## config.mk

```make
export PLATFORM = sky130hd
export DESIGN_NAME = trace_encoder
export DESIGN_NICKNAME = d
export VERILOG_FILES = /design/src/rtl/trace_pkg.sv /design/src/rtl/trace_fifo.sv /design/src/rtl/trace_encoder.sv
export SDC_FILE = /design/constraint.sdc
export NUM_CORES = 1
export LEC_CHECK = 0
export BUFFER_PORTS_ARGS = -buffer_cell sky130_fd_sc_hd__buf_2
export CAP_MARGIN = 0
export CORE_MARGIN = 2
export CORE_UTILIZATION = 59
export DETAILED_ROUTE_END_ITERATION = 10
export PLACE_DENSITY_LB_ADDON = 0.3
export SYNTH_ARGS = -nofsm -noshare
export SYNTH_HDL_FRONTEND = slang
export SYNTH_HIERARCHICAL = 1
export SYNTH_SLANG_ARGS = --single-unit
```

## constraint.sdc

```tcl
create_clock -name clk -period 4.8 [get_ports clk]
set_input_delay 0.72 -clock clk [delete_from_list [all_inputs] [get_ports clk]]
set_output_delay 0.72 -clock clk [all_outputs]
set_load 0.02 [all_outputs]
```

## src/rtl/trace_pkg.sv

```systemverilog
// Shared types for the retire trace encoder: record kinds, serializer states and the
// queued record layout.
package trace_pkg;

  typedef enum logic [2:0] {
    TyNop   = 3'd0,
    TyReg   = 3'd1,
    TyLoad  = 3'd2,
    TyStore = 3'd3,
    TyHalt  = 3'd4
  } rec_type_e;

  typedef enum logic [2:0] {
    StIdle = 3'd0,
    StHdr  = 3'd1,
    StPc   = 3'd2,
    StW1   = 3'd3,
    StW2   = 3'd4
  } ser_state_e;

  // w1/w2 already hold the type-specific payload words chosen at capture time.
  typedef struct packed {
    rec_type_e   rtype;
    logic [3:0]  wreg;
    logic [15:0] pc;
    logic [15:0] w1;
    logic [15:0] w2;
  } record_t;

  localparam int unsigned RecWidth = $bits(record_t);

  function automatic logic [15:0] header_word(rec_type_e t, logic [3:0] r);
    return {t, r, 9'b0};
  endfunction

endpackage

```

## src/rtl/trace_fifo.sv

```systemverilog
// Small synchronous FIFO holding captured trace records; the caller never pushes when
// full without a same-cycle pop and never pops when empty.
module trace_fifo #(
  parameter int unsigned Width = 8,
  parameter int unsigned Depth = 4
) (
  input  logic             clk,
  input  logic             rst_n,
  input  logic             push,
  input  logic             pop,
  input  logic [Width-1:0] wdata,
  output logic [Width-1:0] rdata,
  output logic             full,
  output logic             empty,
  output logic             single
);

  localparam int unsigned Aw = $clog2(Depth);

  logic [Width-1:0] mem [Depth];
  logic [Aw-1:0]    wptr_q, rptr_q;
  logic [Aw:0]      count_q;

  assign full   = (count_q == (Aw+1)'(Depth));
  assign empty  = (count_q == '0);
  assign single = (count_q == (Aw+1)'(1));
  assign rdata  = mem[rptr_q];

  always_ff @(posedge clk) begin
    if (push) begin
      mem[wptr_q] <= wdata;
    end
  end

  always_ff @(posedge clk or negedge rst_n) begin
    if (!rst_n) begin
      wptr_q  <= '0;
      rptr_q  <= '0;
      count_q <= '0;
    end else begin
      if (push) begin
        wptr_q <= wptr_q + Aw'(1);
      end
      if (pop) begin
        rptr_q <= rptr_q + Aw'(1);
      end
      if (push && !pop) begin
        count_q <= count_q + (Aw+1)'(1);
      end else if (pop && !push) begin
        count_q <= count_q - (Aw+1)'(1);
      end
    end
  end

endmodule

```

## src/rtl/trace_encoder.sv

```systemverilog
// Captures retiring instructions as typed trace records, queues them and serializes each
// record as a burst of 16-bit words over a valid/ready stream.
module trace_encoder #(
  parameter int unsigned FIFO_DEPTH = 4
) (
  input  logic        clk,
  input  logic        rst_n,
  input  logic        retire_valid,
  input  logic [15:0] pc,
  input  logic        hlt,
  input  logic        reg_write,
  input  logic [3:0]  write_reg,
  input  logic [15:0] write_data,
  input  logic        mem_read,
  input  logic        mem_write,
  input  logic [15:0] mem_addr,
  input  logic [15:0] mem_data,
  output logic [15:0] tr_data,
  output logic        tr_valid,
  input  logic        tr_ready,
  output logic [15:0] inst_count,
  output logic        overflow,
  output logic        done
);

  import trace_pkg::*;

  ser_state_e  state_q, state_d;
  logic        halted_q, done_q, overflow_q;
  logic [15:0] count_q;

  record_t     rec_in, head;
  logic        retire, push, pop, last;
  logic        full, empty, single;
  logic [15:0] hdr;

  assign inst_count = count_q;
  assign overflow   = overflow_q;
  assign done       = done_q;

  always_comb begin
    rec_in    = '0;
    rec_in.pc = pc;
    if (reg_write && mem_read) begin
      rec_in.rtype = TyLoad;
      rec_in.wreg  = write_reg;
      rec_in.w1    = write_data;
      rec_in.w2    = mem_addr;
    end else if (reg_write) begin
      rec_in.rtype = TyReg;
      rec_in.wreg  = write_reg;
      rec_in.w1    = write_data;
    end else if (hlt) begin
      // The halt record reports the count including the halt itself.
      rec_in.rtype = TyHalt;
      rec_in.w1    = count_q + 16'd1;
    end else if (mem_write) begin
      rec_in.rtype = TyStore;
      rec_in.w1    = mem_addr;
      rec_in.w2    = mem_data;
    end else begin
      rec_in.rtype = TyNop;
    end
  end

  assign retire = retire_valid && !halted_q;
  assign push   = retire && (!full || pop);
  assign pop    = last;
  assign hdr    = header_word(head.rtype, head.wreg);

  trace_fifo #(
    .Width (RecWidth),
    .Depth (FIFO_DEPTH)
  ) u_fifo (
    .clk    (clk),
    .rst_n  (rst_n),
    .push   (push),
    .pop    (pop),
    .wdata  (rec_in),
    .rdata  (head),
    .full   (full),
    .empty  (empty),
    .single (single)
  );

  // Idle presents the head header directly so a fresh record appears one cycle after capture.
  always_comb begin
    state_d  = state_q;
    tr_valid = 1'b0;
    tr_data  = '0;
    last     = 1'b0;
    unique case (state_q)
      StIdle: begin
        if (!empty && !done_q) begin
          tr_valid = 1'b1;
          tr_data  = hdr;
          state_d  = tr_ready ? StPc : StHdr;
        end
      end
      StHdr: begin
        tr_valid = 1'b1;
        tr_data  = hdr;
        if (tr_ready) begin
          state_d = StPc;
        end
      end
      StPc: begin
        tr_valid = 1'b1;
        tr_data  = head.pc;
        if (tr_ready) begin
          if (head.rtype == TyNop) begin
            last = 1'b1;
          end else begin
            state_d = StW1;
          end
        end
      end
      StW1: begin
        tr_valid = 1'b1;
        tr_data  = head.w1;
        if (tr_ready) begin
          if (head.rtype == TyReg || head.rtype == TyHalt) begin
            last = 1'b1;
          end else begin
            state_d = StW2;
          end
        end
      end
      StW2: begin
        tr_valid = 1'b1;
        tr_data  = head.w2;
        if (tr_ready) begin
          last = 1'b1;
        end
      end
      default: state_d = StIdle;
    endcase
    if (last) begin
      state_d = (!single || push) ? StHdr : StIdle;
    end
  end

  always_ff @(posedge clk or negedge rst_n) begin
    if (!rst_n) begin
      state_q    <= StIdle;
      count_q    <= '0;
      halted_q   <= 1'b0;
      overflow_q <= 1'b0;
      done_q     <= 1'b0;
    end else begin
      state_q <= state_d;
      if (retire) begin
        count_q <= count_q + 16'd1;
      end
      if (retire && rec_in.rtype == TyHalt) begin
        halted_q <= 1'b1;
      end
      if (retire && full && !pop) begin
        overflow_q <= 1'b1;
      end
      if (last && head.rtype == TyHalt) begin
        done_q <= 1'b1;
      end
    end
  end

endmodule

```

==> impl_metrics.csv, run 1 <==
group,metric,value,unit
outcome,outcome,"finished clean",
clock_network,htree_levels,1,
clock_network,cts_num_sinks,249,
power,power.share.sequential,41.1,%
power,vdd_drop_max,0.328,mV
drt,dr.pass1.iters,5,
die,ios,111,
synth,syn_area_per_cell,17.6,um^2
critical_path,crit_arrival,3.19,ns
synth,synth_common_cells,"edfxtp_1 (220), mux4_2 (55), dfrtp_1 (29), nand2_1 (29), nor2_1 (24)",
synth,synth_top_cell_by_area,"edfxtp_1",
clock_network,cts_resized,0,
global_routing,grt.total_usage,25.3,%
sta,setup_viol,0,
sta,final_hold_viol_count,0,
drt,drc,0,
placement,io_buffers,110,
critical_path,crit_start,"u_fifo/rptr_q[0]",
global_routing,grt_max_degree,50,
global_routing,grt_pass1_vias,6172,
die,die_h,138,um
die,start_util,60.8,%
synth,syn_nets,687,
clock_network,clk_pin_slew,0.06,ns
die,die_w,138,um
min_path,hold_path_class,"primary input to asynchronous set/reset pin",
drt,wl_met2,11.4,mm
clock_network,tritoncts,"done",
synth,yosysTopAreaCellShare,62.4,%
power,comb_power_share,29.2,%
flow_run,max-cap-violations,0,
cells_and_area,fillers,1114,
clock_network,hold_buffers,0,
placement,hpwl,15.1,mm
cells_and_area,synthToLayoutAreaGrowth,14.9,%
sta,setup_ws,0.894,ns
critical_path,r2r_setup_slack,1.25,ns
critical_path,startpoint_type,"flop",
placement,post-place-ws,1.20,ns
synth,synth_area,10600,um^2
synth,ys_seq_area_share,69.3,%
critical_path,rr_startpoint,"state_q[2]",
clock_network,post_cts_buffers,0,
synth,syn_inst,601,
drt,drt-total-wl,23.4,mm
sta,grt_setup_unrepaired,"false",
power,switchingPower,1.93,mW
die,rows,48,
die,core,17400,um^2
power,p_int,4.39,mW
synth,synth_edf_count,220,
die,die-area,19000,um^2
global_routing,overflow,0,
clock_network,cts_buffers,24,
power,power_density,519,nW/um^2
drt,met3WireLength,2.12,mm
cells_and_area,fin_nets,800,
critical_path,endpoint_kind,"primary output",
synth,synthTopCellsByArea,"edfxtp_1 (62%), mux4_2 (12%), dfrtp_1 (6.9%)",
sta,report.final.slew_viol_count,0,
sta,tns,0,ns
sta,finalClockSkew,0.00655,ns
synth,yosysMostFrequentCell,"edfxtp_1",
global_routing,grt_pass1_wl,35.3,mm
cells_and_area,seq_area,7340,um^2
critical_path,crit_type,"flop to primary output",
synth,ys_types,47,
global_routing,antenna_found_initial,1,
cells_and_area,multi_input_area,3020,um^2
drt,ant_nets,0,
clock_network,clock-root-buffer,"clkbuf_16",
power,pwr-share-clk,29.7,%
drt,viasPerCell,6.34,
synth,async_flop_share,11.6,%
drt,top_layer,"met4",
placement,gp_congestion,0.821,
drt,wl_per_cell,24.5,um
power,p_leak,4.29,nW
synth,yosysWarnings,6,
power,p_sw_share,30.5,%
sta,period_share,81.4,%
clock_network,clkLatencyLatePin,0.51,ns
sta,worstMarginPinSlew,1.28,ns
drt,drt_iter0_markers,676,
sta,slew_headroom,13.7,%
critical_path,cp_max_fo,49,
synth,synth-seq-cells,249,
clock_network,clk_path_buf_depth,3,
drt,wl_met1,9.33,mm
cells_and_area,drive_above_1_share,30.9,%
drt,vias,6077,
synth,ys.flop_type,"edfxtp_1",
critical_path,required,4.08,ns
sta,max_freq,0.256,GHz
sta,post-route-min-period,3.91,ns
-- per-stage QoR --
stage          cells  area (um^2)  utilization, %  power [mW]  hold WS, ns
3_5_place_dp     913        11400            65.3        4.47        0.481
2_1_floorplan    601        10600               -        4.00        0.424
3_3_place_gp     913        11400            65.3        4.43        0.455
4_1_cts          957        12200            69.8        6.35        0.265
6_report         958        12200            69.8        6.31        0.253
5_1_grt          957        12200            69.8        6.56        0.283
-- worst max-delay path, cell delays in order, from the launching register on --
cell and delay, ns:
dfrtp_4 0.53, buf_4 0.78, mux4_2 0.62, mux2i_1 0.17, nor2_1 0.09, a221o_1 0.31, buf_2 0.16
-- path summary, 6_finish.rpt --
kind / end / depth (start not counted)
worst min-delay path: inst_count[14] / 1
max in group asynchronous: u_fifo/rptr_q[0] / 1
worst max-delay path: tr_data[9] / 6
min in group clk: u_fifo/mem[3][32] / 1
worst min register to register: halted_q / 1
worst max register to register: u_fifo/mem[0][45] / 6
-- flip-flops by register name, indices dropped and copies added (netlist names) --
signal and count:
done 1, u_fifo/count_q 3, u_fifo/wptr_q 2, u_fifo/rptr_q 2, u_fifo/mem 220, overflow 1, state_q 3, halted_q 1
inst_count 16
-- layout by cell type, fill, tap and decap left out, types with 4 or more instances in the layout --
master,n
a221o_1,8
a22o_1,17
a22oi_1,12
and2_1,6
and2_2,4
buf_2,110
buf_4,10
clkbuf_1,8
clkbuf_16,25
clkinv_1,6
dfrtp_1,27
edfxtp_1,220
ha_1,10
inv_1,12
mux2i_1,20
mux4_2,55
nand2_1,29
nand4_1,4
nor2_1,24
nor2b_1,5
nor3_1,8
nor4_1,6
o21ai_0,21
o21ai_1,4
xnor2_1,23
xor2_1,12
-- cell type report --
cell class / instances / share of cell area [%]
clock inverter: 10 / 0.967
antenna: 1 / 0.0206
tap: 225 / 2.32
timing repair buffer: 123 / 5.64
clock buffer: 34 / 5.51
sequential: 249 / 60.3
multi-input combinational: 304 / 24.8
inverter: 12 / 0.370
-- cell families (layout without fill, tap and decap cells) --
kind of cell	Yosys count	count (layout)	share of synthesized area (%)
DFF	249	249	69.3
and+or+nand+nor	104	104	5.36
AOI/OAI and AO/OA	80	80	5.44
muxes	75	75	13.6
buffers and inverters	48	179	2.25
xor gates and xnor gates	35	35	2.90
adders and majority gates	10	10	1.18
other	0	1	0
-- layer usage --
layer  track usage (%)  vias up
li1                  -     2613
met1              36.3     3065
met2              39.9      350
met3              5.04       49
met4              8.45        0
met5                 0        -
-- power groups by stage --
stage,logic [mW],registers (mW),clock network [mW]
6_report,1.84,2.60,1.88
3_3_place_gp,1.81,2.63,0
3_5_place_dp,1.83,2.64,0
5_1_grt,1.98,2.61,1.97
4_1_cts,1.86,2.60,1.90
2_1_floorplan,1.41,2.59,0
Power figures use the tool's default switching activity.
==> run 2, diff against run 1 <==
ABC_AREA = 1   (was unset)
clock period = 3.7 ns   (was 4.8 ns; I/O delays follow)
==> run 2 against run 1 <==
Against the previous run:
- clock power increased by 30%
- wire length increased by 11%
- clock-buffer cell count is 4 higher
- sequential power rose by 36%
- hold slack got worse by 0.16 ns
- clock skew is 0.017 ns higher
- highest routed layer unchanged
- largest cell class unchanged
- final cell count rose by 51%
==> impl_metrics.csv, run 2 <==
group,metric,value,unit
outcome,outcome,"finished clean",
clock_network,cts_buffers,26,
cells_and_area,drive_above_1_share,18.1,%
clock_network,cts_resized,0,
synth,async_flop_share,11.6,%
clock_network,clk_pin_slew,0.06,ns
die,ios,111,
power,vdd_drop_max,0.468,mV
global_routing,grt_pass1_wl,39.6,mm
cells_and_area,fillers,1459,
synth,synth_top_cell_by_area,"edfxtp_1",
synth,yosysTopAreaCellShare,57.3,%
clock_network,hold_buffers,0,
sta,grt_setup_unrepaired,"false",
critical_path,reg2reg_to,"u_fifo/mem[3][29]",
synth,synth_area,11500,um^2
drt,drt-total-wl,26.1,mm
sta,tns,0,ns
placement,place_inst,1401,
cells_and_area,most-common-layout-cells,"nand2_1 (261), edfxtp_1 (220), inv_1 (166)",
drt,ant_nets,0,
global_routing,grt_pass1_vias,7500,
critical_path,crit_arrival,2.79,ns
drt,dr.pass1.iters,5,
drt,wl_per_cell,18.0,um
cells_and_area,instances_no_fill,1446,
cells_and_area,largest_register_ffs,220,
critical_path,required,3.14,ns
global_routing,overflow,0,
synth,synth-seq-cells,249,
cells_and_area,regMostFlops,"u_fifo/mem",
die,rows,51,
cells_and_area,antenna_cells,0,
synth,ys.flop_type,"edfxtp_1",
global_routing,grt.total_usage,25.2,%
sta,final_hold_viol_count,0,
critical_path,reg2reg_depth,12,
synth,syn_nets,1149,
clock_network,post_cts_buffers,0,
clock_network,tritoncts,"done",
power,power_density,691,nW/um^2
sta,slew_headroom,51.5,%
clock_network,htree_levels,1,
die,die_h,144,um
power,p_leak,5.39,nW
clock_network,clock-root-buffer,"clkbuf_16",
sta,finalClockSkew,0.0238,ns
drt,vias,7962,
cells_and_area,postLayoutCellArea,13000,um^2
cells_and_area,fin_nets,1250,
die,die-area,20700,um^2
drt,drc,0,
synth,yosysWarnings,6,
synth,syn_inst,1063,
sta,setup_viol,0,
global_routing,antenna_found_initial,0,
synth,ys_seq_area_share,63.6,%
drt,drt_iter0_markers,665,
sta,worstMarginPinSlew,0.728,ns
clock_network,clkLatencyLatePin,0.53,ns
synth,synth_common_cells,"nand2_1 (261), edfxtp_1 (220), inv_1 (170), a21oi_1 (46), o211ai_1 (43)",
synth,syn_area_per_cell,10.8,um^2
synth,yosysMostFrequentCell,"nand2_1",
sta,report.final.slew_viol_count,0,
sta,post-route-min-period,3.34,ns
sta,period_share,90.3,%
power,power,8.99,mW
placement,gp_congestion,0.940,
global_routing,grt_max_degree,67,
die,core,19300,um^2
critical_path,r2r_setup_slack,0.85,ns
die,die_w,144,um
placement,hpwl,16.9,mm
die,start_util,59.6,%
critical_path,endpoint_kind,"primary output",
min_path,hold_path_class,"primary input to asynchronous set/reset pin",
synth,synth_edf_count,220,
cells_and_area,final_common_cell,"nand2_1",
flow_run,max-cap-violations,0,
critical_path,crit_type,"flop to primary output",
sta,max_freq,0.299,GHz
critical_path,rr_startpoint,"u_fifo/rptr_q[0]",
synth,ys_types,38,
placement,io_buffers,110,
clock_network,cts_num_sinks,249,
cells_and_area,synthToLayoutAreaGrowth,12.9,%
clock_network,clk_path_buf_depth,3,
drt,viasPerCell,5.51,
critical_path,cp_max_fo,66,
synth,synthTopCellsByArea,"edfxtp_1 (57%), nand2_1 (8.5%), dfrtp_1 (6.3%)",
critical_path,startpoint_type,"flop",
sta,whs,0.0936,ns
placement,dpl_cell_area,12200,um^2
## run 2: worst max-delay path, stage by stage, from the launching register on
cell	delay, ns
dfrtp_4	0.77
buf_4	0.64
nand2_1	0.11
o211ai_1	0.10
nand2_1	0.09
nand2_1	0.13
o2111ai_1	0.19
buf_2	0.21
## run 2: power by group
group | internal (mW) | leakage (nW) | switching, mW
registers | 3.22 | 2.36 | 0.319
clock network | 1.41 | 0.391 | 1.03
logic | 0.976 | 2.64 | 2.04
## run 2: worst max-delay path by stage
stage | startpoint | endpoint | slack (ns) | cells past startpoint
4_1_cts | u_fifo/rptr_q[0] | tr_data[14] | 0.39 | 6
2_1_floorplan | u_fifo/rptr_q[0] | u_fifo/mem[2][0] | 0.28 | 12
3_5_place_dp | u_fifo/rptr_q[0] | u_fifo/mem[3][36] | 0.87 | 12
5_1_grt | u_fifo/rptr_q[0] | tr_data[14] | 0.20 | 7
6_report | u_fifo/rptr_q[0] | tr_data[14] | 0.36 | 7
3_3_place_gp | u_fifo/rptr_q[0] | tr_data[14] | 0.96 | 6
## run 2: final cells by class
type	count	area, um^2	area share (%)
clock buffer	38	757	5.82
clock inverter	7	41.3	0.317
inverter	171	642	4.93
multi-input combinational	593	3200	24.6
sequential	249	7340	56.4
tap	265	332	2.55
timing repair buffer	123	698	5.37
## run 2: layer usage
layer / global-route usage [%] / wire length, um / vias up
li1: - / - / 3817
met1: 34.4 / 11000 / 3799
met2: 43.0 / 12800 / 310
met3: 3.37 / 1750 / 36
met4: 6.86 / 527 / 0
met5: 0 / 0 / -
## run 2: cell families after synthesis
| kind of cell | after synthesis | synth area share [%] |
|---|---|---|
| fa+ha+maj | 10 | 1.09 |
| flops | 249 | 63.6 |
| simple gates | 340 | 12.3 |
| compound gates | 230 | 13.4 |
| buf+inv | 221 | 8.63 |
| xor+xnor | 13 | 0.988 |
## run 2: per-stage QoR
stage	worst slack [ns]	utilization (%)
final	0.359	67.3
after global placement	0.956	63.1
after detailed placement	0.873	63.1
after CTS	0.386	67.3
after floorplan	0.281	-
after global routing	0.200	67.3
==> run 3, diff against run 2 <==
CORE_ASPECT_RATIO = 0.5   (was unset)
GPL_ROUTABILITY_DRIVEN = 0   (was unset)
==> run 3 against run 2 <==
Against the previous run:
- non-clock buffer count unchanged
- die area up 0.33%
- sequential power about the same
- critical path type unchanged
- critical endpoint is now tr_data[12]
- largest cell class unchanged
- highest routed layer unchanged
==> impl_metrics.csv, run 3 (synthesis results as in run 2) <==
group,metric,value,unit
die,core,19300,um^2
power,power_density,688,nW/um^2
drt,drt-total-wl,27.5,mm
outcome,outcome,"finished clean",
cells_and_area,most-common-layout-cells,"nand2_1 (261), edfxtp_1 (220), inv_1 (166)",
cells_and_area,final_common_cell,"nand2_1",
power,p_sw_share,38.0,%
drt,vias,8137,
drt,wl_per_cell,19.1,um
cells_and_area,largest_register_ffs,220,
power,power,8.92,mW
placement,dpl_cell_area,12200,um^2
critical_path,cp_max_fo,58,
die,rows,36,
global_routing,grt_max_degree,163,
cells_and_area,drive_above_1_share,18.0,%
sta,grt_setup_unrepaired,"false",
critical_path,crit_family,"buffers and inverters",
global_routing,grt_pass1_vias,7671,
drt,dr.pass1.iters,6,
cells_and_area,instances_no_fill,1442,
placement,place_inst,1402,
clock_network,clock-root-buffer,"clkbuf_16",
die,start_util,59.6,%
sta,report.final.slew_viol_count,0,
die,die_w,202,um
critical_path,endpoint_kind,"primary output",
cells_and_area,fin_nets,1246,
die,die-area,20700,um^2
critical_path,reg2reg_depth,12,
critical_path,crit_type,"flop to primary output",
clock_network,cts_num_sinks,249,
sta,setup_viol,0,
clock_network,tritoncts,"done",
clock_network,cts_resized,0,
sta,post-route-min-period,3.59,ns
placement,io_buffers,110,
critical_path,crit_arrival,3.03,ns
clock_network,clkLatencyLatePin,0.51,ns
die,die_h,103,um
cells_and_area,postLayoutCellArea,13000,um^2
global_routing,antenna_found_initial,0,
critical_path,crit_chain,"buf_4 > o211ai_1 > nand2_1 > nand2_1 > nand4_1 > buf_2",
placement,post-place-ws,0.697,ns
global_routing,grt_use_met1,37.7,%
critical_path,rr_startpoint,"u_fifo/rptr_q[1]",
global_routing,overflow,0,
critical_path,slowest_stage,"dfrtp_4",
sta,finalClockSkew,0.0111,ns
sta,final_hold_viol_count,0,
global_routing,grt.total_usage,26.7,%
power,p_leak,5.36,nW
clock_network,hold_buffers,0,
critical_path,reg2reg_to,"u_fifo/mem[3][40]",
cells_and_area,antenna_cells,0,
sta,max_freq,0.279,GHz
clock_network,htree_levels,1,
critical_path,startpoint_type,"flop",
cells_and_area,regMostFlops,"u_fifo/mem",
global_routing,busiest_layer,"met2",
power,vdd_drop_max,0.414,mV
sta,slew_headroom,34.3,%
critical_path,cpMostUsedCell,"nand2_1",
critical_path,critPathMaxStageDelay,0.88,ns
critical_path,r2r_setup_slack,0.64,ns
power,pwr-share-clk,25.9,%
global_routing,grt_pass1_wl,41.9,mm
sta,worstMarginPinSlew,0.976,ns
drt,viasPerCell,5.64,
power,p_int,5.53,mW
clock_network,cts_buffers,22,
sta,period_share,96.9,%
global_routing,use_met3,7.43,%
cells_and_area,synthToLayoutAreaGrowth,12.6,%
sta,setup_ws,0.115,ns
die,ios,111,
critical_path,cp.buffers_inverters,2,
power,comb_power_share,34.3,%
critical_path,required,3.14,ns
drt,ant_nets,0,
flow_run,max-cap-violations,0,
clock_network,clk_pin_slew,0.06,ns
global_routing,met2_usage,41.9,%
power,switchingPower,3.39,mW
clock_network,clk_path_buf_depth,3,
drt,drt_iter0_markers,1046,
power,power.share.sequential,39.8,%
clock_network,post_cts_buffers,0,
drt,drc,0,
placement,hpwl,18.3,mm
min_path,hold_path_class,"primary input to asynchronous set/reset pin",
sta,tns,0,ns
[run 3: cell count changes in the layout (fill, tap and decap cells not counted), sizes merged]
cell	previous run	this run
bufinv	0	1
inv	172	171
clkbuf	38	35
clkinvlp	1	2
clkinv	5	2
[run 3: worst max path at each step]
stage,cells after the start,from,endpoint,slack (ns)
after global placement,12,u_fifo/rptr_q[1],u_fifo/mem[3][37],0.74
final,6,u_fifo/rptr_q[1],tr_data[12],0.11
after detailed placement,12,u_fifo/rptr_q[1],u_fifo/mem[3][39],0.70
after CTS,6,u_fifo/rptr_q[1],tr_data[12],0.16
after floorplan,12,u_fifo/rptr_q[0],u_fifo/mem[2][0],0.28
after global routing,6,u_fifo/rptr_q[1],tr_data[15],0.06
[run 3: power by group through the flow]
stage,Clock (mW),Combinational [mW],Sequential [mW]
final,2.31,3.06,3.55
after global routing,2.44,3.35,3.57
after CTS,2.33,3.03,3.54
after detailed placement,0,3.01,3.60
after global placement,0,2.92,3.58
after floorplan,0,2.37,3.49
[run 3: routing by layer]
| metal | up-vias | wire length [um] | share of wire [%] |
|---|---|---|---|
| li1 | 3813 | - | - |
| met1 | 3839 | 11600 | 42 |
| met2 | 437 | 12100 | 44 |
| met3 | 48 | 3270 | 12 |
| met4 | 0 | 591 | 2.1 |
| met5 | - | 0 | 0 |
[run 3: final cells by class]
| class | instances | area [um^2] |
|---|---|---|
| inverter | 171 | 642 |
| clock buffer | 35 | 681 |
| sequential | 249 | 7340 |
| clock inverter | 5 | 55.1 |
| timing repair buffer | 123 | 723 |
| fill | 1404 | 6350 |
| multi-input combinational | 593 | 3200 |
| tap | 266 | 333 |
[run 3: per-stage QoR]
stage          utilization, %  hold WS (ns)
2_1_floorplan               -         0.259
3_3_place_gp             63.3         0.455
3_5_place_dp             63.3         0.481
4_1_cts                  67.1         0.141
5_1_grt                  67.1         0.170
6_report                 67.1         0.126
